### src/rtl/alu.sv
// alu: two-operand ALU with a registered result and status flags.
//
// Ports:
//   clk       in   system clock, all state updates on the rising edge
//   rst_n     in   synchronous active-low reset
//   a, b      in   operands, WORDSIZE bits, unsigned or two's-complement
//   s         in   operation select: 00 add, 01 sub, 10 and, 11 or
//   y         out  registered result, WORDSIZE bits
//   carry     out  registered carry-out (add) or borrow (sub), 0 for logic ops
//   zero      out  registered, high when the result is all zeros
//   negative  out  registered copy of the result MSB
//   overflow  out  registered two's-complement overflow, 0 for logic ops
//
// A new operation is taken every cycle; its result and flags appear together
// one cycle later.
module alu #(
  parameter int WORDSIZE = 32
) (
  input  logic                clk,
  input  logic                rst_n,
  input  logic [WORDSIZE-1:0] a,
  input  logic [WORDSIZE-1:0] b,
  input  logic [1:0]          s,
  output logic [WORDSIZE-1:0] y,
  output logic                carry,
  output logic                zero,
  output logic                negative,
  output logic                overflow
);

  localparam int MSB = WORDSIZE - 1;

  logic [WORDSIZE:0]   sum_ext;
  logic [WORDSIZE:0]   diff_ext;

  logic [WORDSIZE-1:0] y_d, y_q;
  logic                carry_d, carry_q;
  logic                zero_d, zero_q;
  logic                negative_d, negative_q;
  logic                overflow_d, overflow_q;

  always_comb begin
    // One extra bit: for the sum it is the carry-out, for the difference it
    // is set exactly when a < b unsigned (the borrow).
    sum_ext  = {1'b0, a} + {1'b0, b};
    diff_ext = {1'b0, a} - {1'b0, b};

    y_d        = '0;
    carry_d    = 1'b0;
    overflow_d = 1'b0;

    unique case (s)
      2'b00: begin
        y_d        = sum_ext[MSB:0];
        carry_d    = sum_ext[WORDSIZE];
        overflow_d = (a[MSB] == b[MSB]) && (sum_ext[MSB] != a[MSB]);
      end
      2'b01: begin
        y_d        = diff_ext[MSB:0];
        carry_d    = diff_ext[WORDSIZE];
        overflow_d = (a[MSB] != b[MSB]) && (diff_ext[MSB] != a[MSB]);
      end
      2'b10: y_d = a & b;
      2'b11: y_d = a | b;
      default: y_d = '0;
    endcase

    zero_d     = (y_d == '0);
    negative_d = y_d[MSB];
  end

  always_ff @(posedge clk) begin
    if (!rst_n) begin
      y_q        <= '0;
      carry_q    <= 1'b0;
      zero_q     <= 1'b1;
      negative_q <= 1'b0;
      overflow_q <= 1'b0;
    end else begin
      y_q        <= y_d;
      carry_q    <= carry_d;
      zero_q     <= zero_d;
      negative_q <= negative_d;
      overflow_q <= overflow_d;
    end
  end

  assign y        = y_q;
  assign carry    = carry_q;
  assign zero     = zero_q;
  assign negative = negative_q;
  assign overflow = overflow_q;

endmodule

### config.mk
export PLATFORM = sky130hd
export DESIGN_NAME = alu
export DESIGN_NICKNAME = d
export VERILOG_FILES = /design/src/rtl/alu.sv
export SDC_FILE = /design/constraint.sdc
export NUM_CORES = 1
export LEC_CHECK = 0
export CAP_MARGIN = 5
export CELL_PAD_IN_SITES_DETAIL_PLACEMENT = 0
export CELL_PAD_IN_SITES_GLOBAL_PLACEMENT = 1
export CORE_MARGIN = 10
export CORE_UTILIZATION = 44
export CTS_BUF_LIST = sky130_fd_sc_hd__clkbuf_8
export CTS_CLUSTER_DIAMETER = 30
export CTS_CLUSTER_SIZE = 25
export DETAILED_ROUTE_END_ITERATION = 8
export PLACE_DENSITY_LB_ADDON = 0.1
export SLEW_MARGIN = 20
export SYNTH_ARGS = -nofsm -noshare
export SYNTH_HDL_FRONTEND = slang
export SYNTH_SLANG_ARGS = --single-unit
### constraint.sdc
create_clock -name clk -period 6.1 [get_ports clk]
set_clock_uncertainty 0.05 [all_clocks]
set_input_delay 0.915 -clock clk [delete_from_list [all_inputs] [get_ports clk]]
set_output_delay 0.915 -clock clk [all_outputs]
set_load 0.005 [all_outputs]
==> key figures, run 1 <==
Yosys
  – Synth async-reset ratio: 0%
  – Combinational family with the most area after synthesis: compound AO/OA/AOI/OAI gates
  – Top cell type's share of synthesized area: 18.5%
  – Cell area after synthesis: 6490 um^2
  – Post-synthesis average cell area: between 6 and 7 um^2
  – Compound-cell area share of the yosys netlist: 32.0%
  – Commonest register cell after synthesis: dfxtp_1
  – Post-synth net total: around 1,100
  – Number of flip-flops and latches in the synthesized netlist: 35
  – Most frequently used cell type in the post-synthesis netlist: inv_1
  – Share of the synthesized netlist area taken by xor and xnor gates: between 1.5 and 2%
  – Synth area leaders: ha_1 18%, dfxtp_1 11%, a21oi_1 5.9%, inv_1 5.8%, nor2_1 5.0%
  – Multiplexer share of the synthesized area: under 10%
  – Post-synth top cells: 100 x inv_1, 96 x ha_1, 87 x nor2_1
  – Top cell type by total area after synthesis: ha_1
  – Distinct cells, synth: 83
  – Share of synthesized cell area in and, or, nand and nor gates: around a quarter
  – Syn Inst Count: 943
  – Share of synthesized cell area in full adder, half adder and majority cells: a little under a fifth
  – Synthesis warning total: 0
  – Number of enable-type register cells in the synthesized netlist: 0
  – Share of the yosys chip area belonging to registers: 10.8%

Die
  – Overall die area: 20,000 um^2
  – Std-Cell Core Area: 14,500 um^2
  – Number of cell rows: 44
  – Die height: between 100 and 150 um
  – Total I/O pin count: roughly 100
  – Horizontal die dimension: 141 um
  – Starting density of the core: between 40 and 50%

Timing
  – Maximum clock rate: 0.200 GHz
  – Slew at the pin closest to its max-slew limit: approximately 1.1 ns
  – Slew Limit Headroom: a little under a quarter
  – Total count of hold-check failures in the final report: 0
  – Setup repair after global routing missed its margin: no
  – Tightest hold margin: roughly 1.2 ns
  – Part of the cycle the worst path needs: 82.2%
  – Setup Viol. Count Final: 0
  – Final max-slew violation count: 0
  – Post-layout min period: around 5.0 ns
  – Summed negative setup slack over all endpoints: 0 ns

Finish
  – Layout cells sized above 1: 3.78%
  – Area growth from synthesis to layout: 18.3%
  – Count of inserted antenna diode cells: 0
  – Net count reported at finish: 1,171
  – Number of filler instances in the final layout: about 1,500
  – Final instance area: a little under 8000 um^2

GRT
  – Largest net degree at the start of global routing: around 60
  – Vias in the first global route: 6,880
  – Final global-route overflow total: 0
  – Wire length of the first global-routing pass: 38,500 um
  – Global-route total usage across every layer: roughly a quarter
  – Antenna violations before repair: 0

Worst setup path
  – Critical path endpoint category: register
  – Worst endpoint data arrival time: 5.19 ns
  – Critical Path Start: a[5]
  – Worst setup endpoint: zero
  – Crit Path Max Fanout: 16
  – Required time of the critical path: approximately 6.3 ns
  – Startpoint types: input port
  – Type of the setup path with the least slack: input port to register

Clock network
  – Post-CTS setup repair buffer count: 0
  – Number of CTS-inserted buffers: 5
  – Count of hold-fix buffers inserted at cts: 0
  – Bufs on Longest Clock Path: 2
  – Resize count post-CTS: 0
  – Clock tree root driver cell: clkbuf_8
  – H-tree levels: 2
  – Clock tree from TritonCTS: built
  – Clock Sink Count: 35
  – Clock-pin transition on the worst setup and hold timing paths: 0.08 ns

Route
  – Routed vias: 7,406
  – Initial DRT Pass Iterations: 5
  – Total wire length after detailed routing: 24,400 um
  – Vias/cell: 6.22
  – Number of design rule violations left after detail routing: 0
  – Routed wire length per instance: 20.5 um
  – First-iteration detailed-routing DRC count: a little under 800
  – Post-route ant nets: 0

Placement
  – Post-DP Area: 7560 um^2
  – Routability congestion estimate: 0.989
  – Total half-perimeter wirelength after legalization and detailed placement: about 19,000 um
  – Number of input and output port buffers inserted: slightly above 100

Run
  – Total of max-cap violations: 0

Min path
  – Hold/Removal Path Class: input port to register

Power
  – Power per cell area: 150 nW/um^2
  – Max rail drop VDD: 0.0000823 V
  – Total leakage power: about 3.3 nW

Status
  – Status: completed
state kept, by name, indices dropped and copies added (netlist names):
| name | cells |
|---|---|
| zero | 1 |
| overflow | 1 |
| y | 32 |
| carry | 1 |
through the flow:
stage	total power, W	worst slack, ns	util (%)	std cells
after global routing	0.00123	0.698	53.1	1190
after global placement	0.000919	0.886	52.2	1182
after floorplan	0.000674	1.86	-	943
after detailed placement	0.000916	0.848	52.2	1182
final	0.00115	1.09	53.1	1190
after CTS	0.00115	1.15	53.1	1190
where the power goes:
part / total (W) / switching, W / internal, W
logic: 0.000667 / 0.000397 / 0.000269
clock network: 0.000228 / 0.000104 / 0.000124
registers: 0.000260 / 0.00000717 / 0.000253
cell usage in the layout (no fill, tap or decap), drive strengths merged, types with 10 or more instances in the layout:
cell type / instances
clkdlybuf4s50: 101
inv: 101
ha: 96
nor2: 87
nand2: 77
a21oi: 77
o21ai: 66
dfxtp: 35
nor3: 28
nand3: 19
a211oi: 18
o31ai: 18
o211ai: 16
a21o: 15
a31oi: 15
and2: 15
nor4: 13
nand4: 12
nor2b: 12
and3: 11
o21a: 11
mux2i: 11
or3: 10
buf: 10
layout make-up:
type	instances	area (um^2)	area share (%)
Multi-Input combinational cell	752	5180	67.4
Timing Repair Buffer	111	1080	14.1
Sequential cell	35	701	9.12
Inverter	100	375	4.89
Tap cell	184	230	3.00
Clock buffer	5	68.8	0.896
Clock inverter	3	47.5	0.619
logic make-up (layout without fill, tap and decap cells):
kind of cell / Yosys count / in the layout
adder cells (fa/ha/maj): 98 / 98
multiplexers: 15 / 15
AO/OA/AOI/OAI: 310 / 310
buffers and inverters: 156 / 219
flip-flops: 35 / 35
AND/OR/NAND/NOR: 317 / 317
XOR/XNOR: 12 / 12
how the worst min path moves through the flow:
stage | to | cells past startpoint | slack (ns) | startpoint
2_1_floorplan | y[2] | 1 | 0.99 | rst_n
3_3_place_gp | y[28] | 4 | 1.55 | s[0]
3_5_place_dp | y[28] | 4 | 1.56 | s[0]
4_1_cts | y[28] | 4 | 1.24 | s[0]
5_1_grt | y[28] | 4 | 1.31 | s[0]
6_report | y[28] | 4 | 1.25 | s[0]
worst max-delay path, cell delays in order:
cell,delay [ns]
clkdlybuf4s50_1,0.51
inv_1,0.05
ha_1,0.59
inv_1,0.18
a221oi_2,0.47
nand2_1,0.17
a2111oi_0,0.82
o311ai_0,0.35
o311ai_0,0.24
a22oi_1,0.15
xnor2_1,0.18
o31a_1,0.33
o31ai_2,0.23
routing by layer:
layer / share of wire [%] / GRT usage [%] / wire (um)
met3: 8.8 / 3.97 / 2150
met5: 0 / 0 / 0
met4: 2.5 / 5.49 / 610
met1: 46 / 32.9 / 11300
met2: 43 / 35.8 / 10400
Note: power is estimated with default switching activity, not from simulation.
==> inputs of run 2 (changes only) <==
Settings changed: CORE_UTILIZATION 44 to 37.
Clock period 6.1 ns to 4.1 ns, I/O delays scaled along.
==> run 2 against run 1 <==
Net effect:
- first-iteration DRC count down 26%
- non-clock buffer count rose by 257
- via count is 12% higher
- die area rose by 16%
- clock power grew 47%
- critical endpoint unchanged
==> key figures, run 2 (synthesis results as in run 1) <==
Status
  – Status: completed

GRT
  – Vias in the first global route: 7,977
  – Largest net degree at the start of global routing: 43
  – Global-route total usage across every layer: 22.2%
  – Antenna violations before repair: 0
  – Final global-route overflow total: 0
  – Wire length of the first global-routing pass: 43,100 um

Finish
  – Count of inserted antenna diode cells: 0
  – Flip-flop count of the largest register after layout: 32
  – Commonest cells after routing, fill and taps aside: 261 x buf_4, 94 x inv_1, 93 x clkdlybuf4s50_1, 86 x nor2_1, 82 x ha_1
  – Number of filler instances in the final layout: 1,715
  – Net count reported at finish: approximately 1,400
  – Layout cells sized above 1: 28.8%
  – Area growth from synthesis to layout: 55.4%
  – Most common library cell in the layout ignoring fill and taps: buf_4
  – Final instance area: 10,100 um^2
  – Post-Layout Cell Count: 1,488

Clock network
  – Clock tree root driver cell: clkbuf_8
  – Clock tree from TritonCTS: built
  – Clock-pin transition on the worst setup and hold timing paths: 0.08 ns
  – Number of CTS-inserted buffers: 5
  – Clock Sink Count: 35
  – H-tree levels: 2
  – Bufs on Longest Clock Path: 2

Placement
  – Total half-perimeter wirelength after legalization and detailed placement: 22,500 um
  – Routability congestion estimate: between 0.9 and 1
  – Number of input and output port buffers inserted: 103
  – Post-DP Area: 9460 um^2
  – Number of cells after detailed placement: 1,467

Route
  – First-iteration detailed-routing DRC count: 584
  – Vias/cell: about 5.6
  – Routed vias: 8,277
  – Initial DRT Pass Iterations: 5
  – Number of design rule violations left after detail routing: 0
  – Total wire length after detailed routing: 27,700 um
  – Routed wire length per instance: 18.6 um
  – Post-route ant nets: 0

Worst setup path
  – Critical Path Start: a[8]
  – Critical path endpoint category: register
  – Startpoint types: input port
  – Crit Path Max Fanout: 3
  – Required time of the critical path: 4.27 ns
  – Worst setup endpoint: zero
  – Type of the setup path with the least slack: input port to register
  – Worst endpoint data arrival time: approximately 4.2 ns

Die
  – Total I/O pin count: 104
  – Number of cell rows: 48
  – Die height: 152 um
  – Std-Cell Core Area: 17,200 um^2
  – Horizontal die dimension: around 150 um
  – Starting density of the core: 37.7%
  – Overall die area: 23,300 um^2

Power
  – Power per cell area: 208 nW/um^2
  – Total leakage power: 4.64 nW
  – Max rail drop VDD: 0.000126 V

Timing
  – Slew Limit Headroom: 41.1%
  – Part of the cycle the worst path needs: between 90% and 100%
  – Tightest hold margin: about 0.76 ns
  – Maximum clock rate: 0.246 GHz
  – Slew at the pin closest to its max-slew limit: 0.884 ns
  – Summed negative setup slack over all endpoints: 0 ns
  – Post-layout min period: 4.07 ns
  – Setup repair after global routing missed its margin: yes
  – Final max-slew violation count: 0
  – Setup Viol. Count Final: 0
  – Total count of hold-check failures in the final report: 0

Min path
  – Number of cells on the worst hold path: 4
  – Hold/Removal Path Class: input port to register

Run
  – Total of max-cap violations: 0
-- run 2: cell type report --
cell class                 count  area (um^2)  area share [%]
inverter                     100          375            3.72
multi-input combinational    752         5600            55.5
sequential                    35          701            6.94
timing repair buffer         368         3020            29.9
clock buffer                   5         68.8           0.682
clock inverter                 3         47.5           0.471
tap                          225          282            2.79
-- run 2: where the power goes --
group          internal (W)  switching (W)  leakage, nW  total [W]
Combinational      0.000675       0.000697         4.29    0.00137
Clock              0.000185       0.000151       0.0587   0.000335
Sequential         0.000376      0.0000118        0.292   0.000387
Total               0.00123       0.000859         4.64    0.00209
-- run 2: through the flow --
step / util (%) / total power [W] / setup WS, ns
after global placement: 54.9 / 0.00166 / -0.545
after detailed placement: 54.9 / 0.00166 / -0.656
after CTS: 57.2 / 0.00203 / 0.000378
after global routing: 58.5 / 0.00223 / -0.0894
final: 58.5 / 0.00209 / 0.0314
after floorplan: - / 0.00100 / 0.159
-- run 2: metal layers --
| layer | track usage (%) | routed length (um) | up-vias | share of wire, % |
|---|---|---|---|---|
| met5 | 0 | 0 | - | 0 |
| met4 | 5.00 | 513 | 0 | 1.8 |
| met3 | 3.08 | 2090 | 37 | 7.5 |
| met2 | 35.7 | 12300 | 345 | 45 |
| met1 | 30.5 | 12800 | 3851 | 46 |
| li1 | - | - | 4044 | - |
-- run 2: how the worst min path moves through the flow --
stage,slack (ns),start,end
after floorplan,0.69,rst_n,y[2]
after global placement,0.95,s[1],y[0]
after detailed placement,0.96,s[1],y[0]
after CTS,0.65,s[1],y[0]
after global routing,0.78,s[1],y[0]
final,0.76,s[1],y[0]
-- run 2: critical path, cell delays in order --
cell and delay, ns:
clkdlybuf4s50_1 0.48, inv_1 0.07, ha_4 0.25, or3_4 0.40, or4_4 0.42, a21oi_2 0.13
buf_4 0.15, o211ai_1 0.14, nand3_2 0.17, a2bb2o_2 0.29, a32oi_2 0.19, nand4_1 0.19
or4b_4 0.53, o31ai_2 0.21
-- run 2: timing repair --
item	in CTS	in global routing
pin swaps	17	9
setup endpoints to repair	3	3
setup buffers	11	2
hold buffers	0	0
endpoints found under the hold margin	0	0
resized for setup	64	45
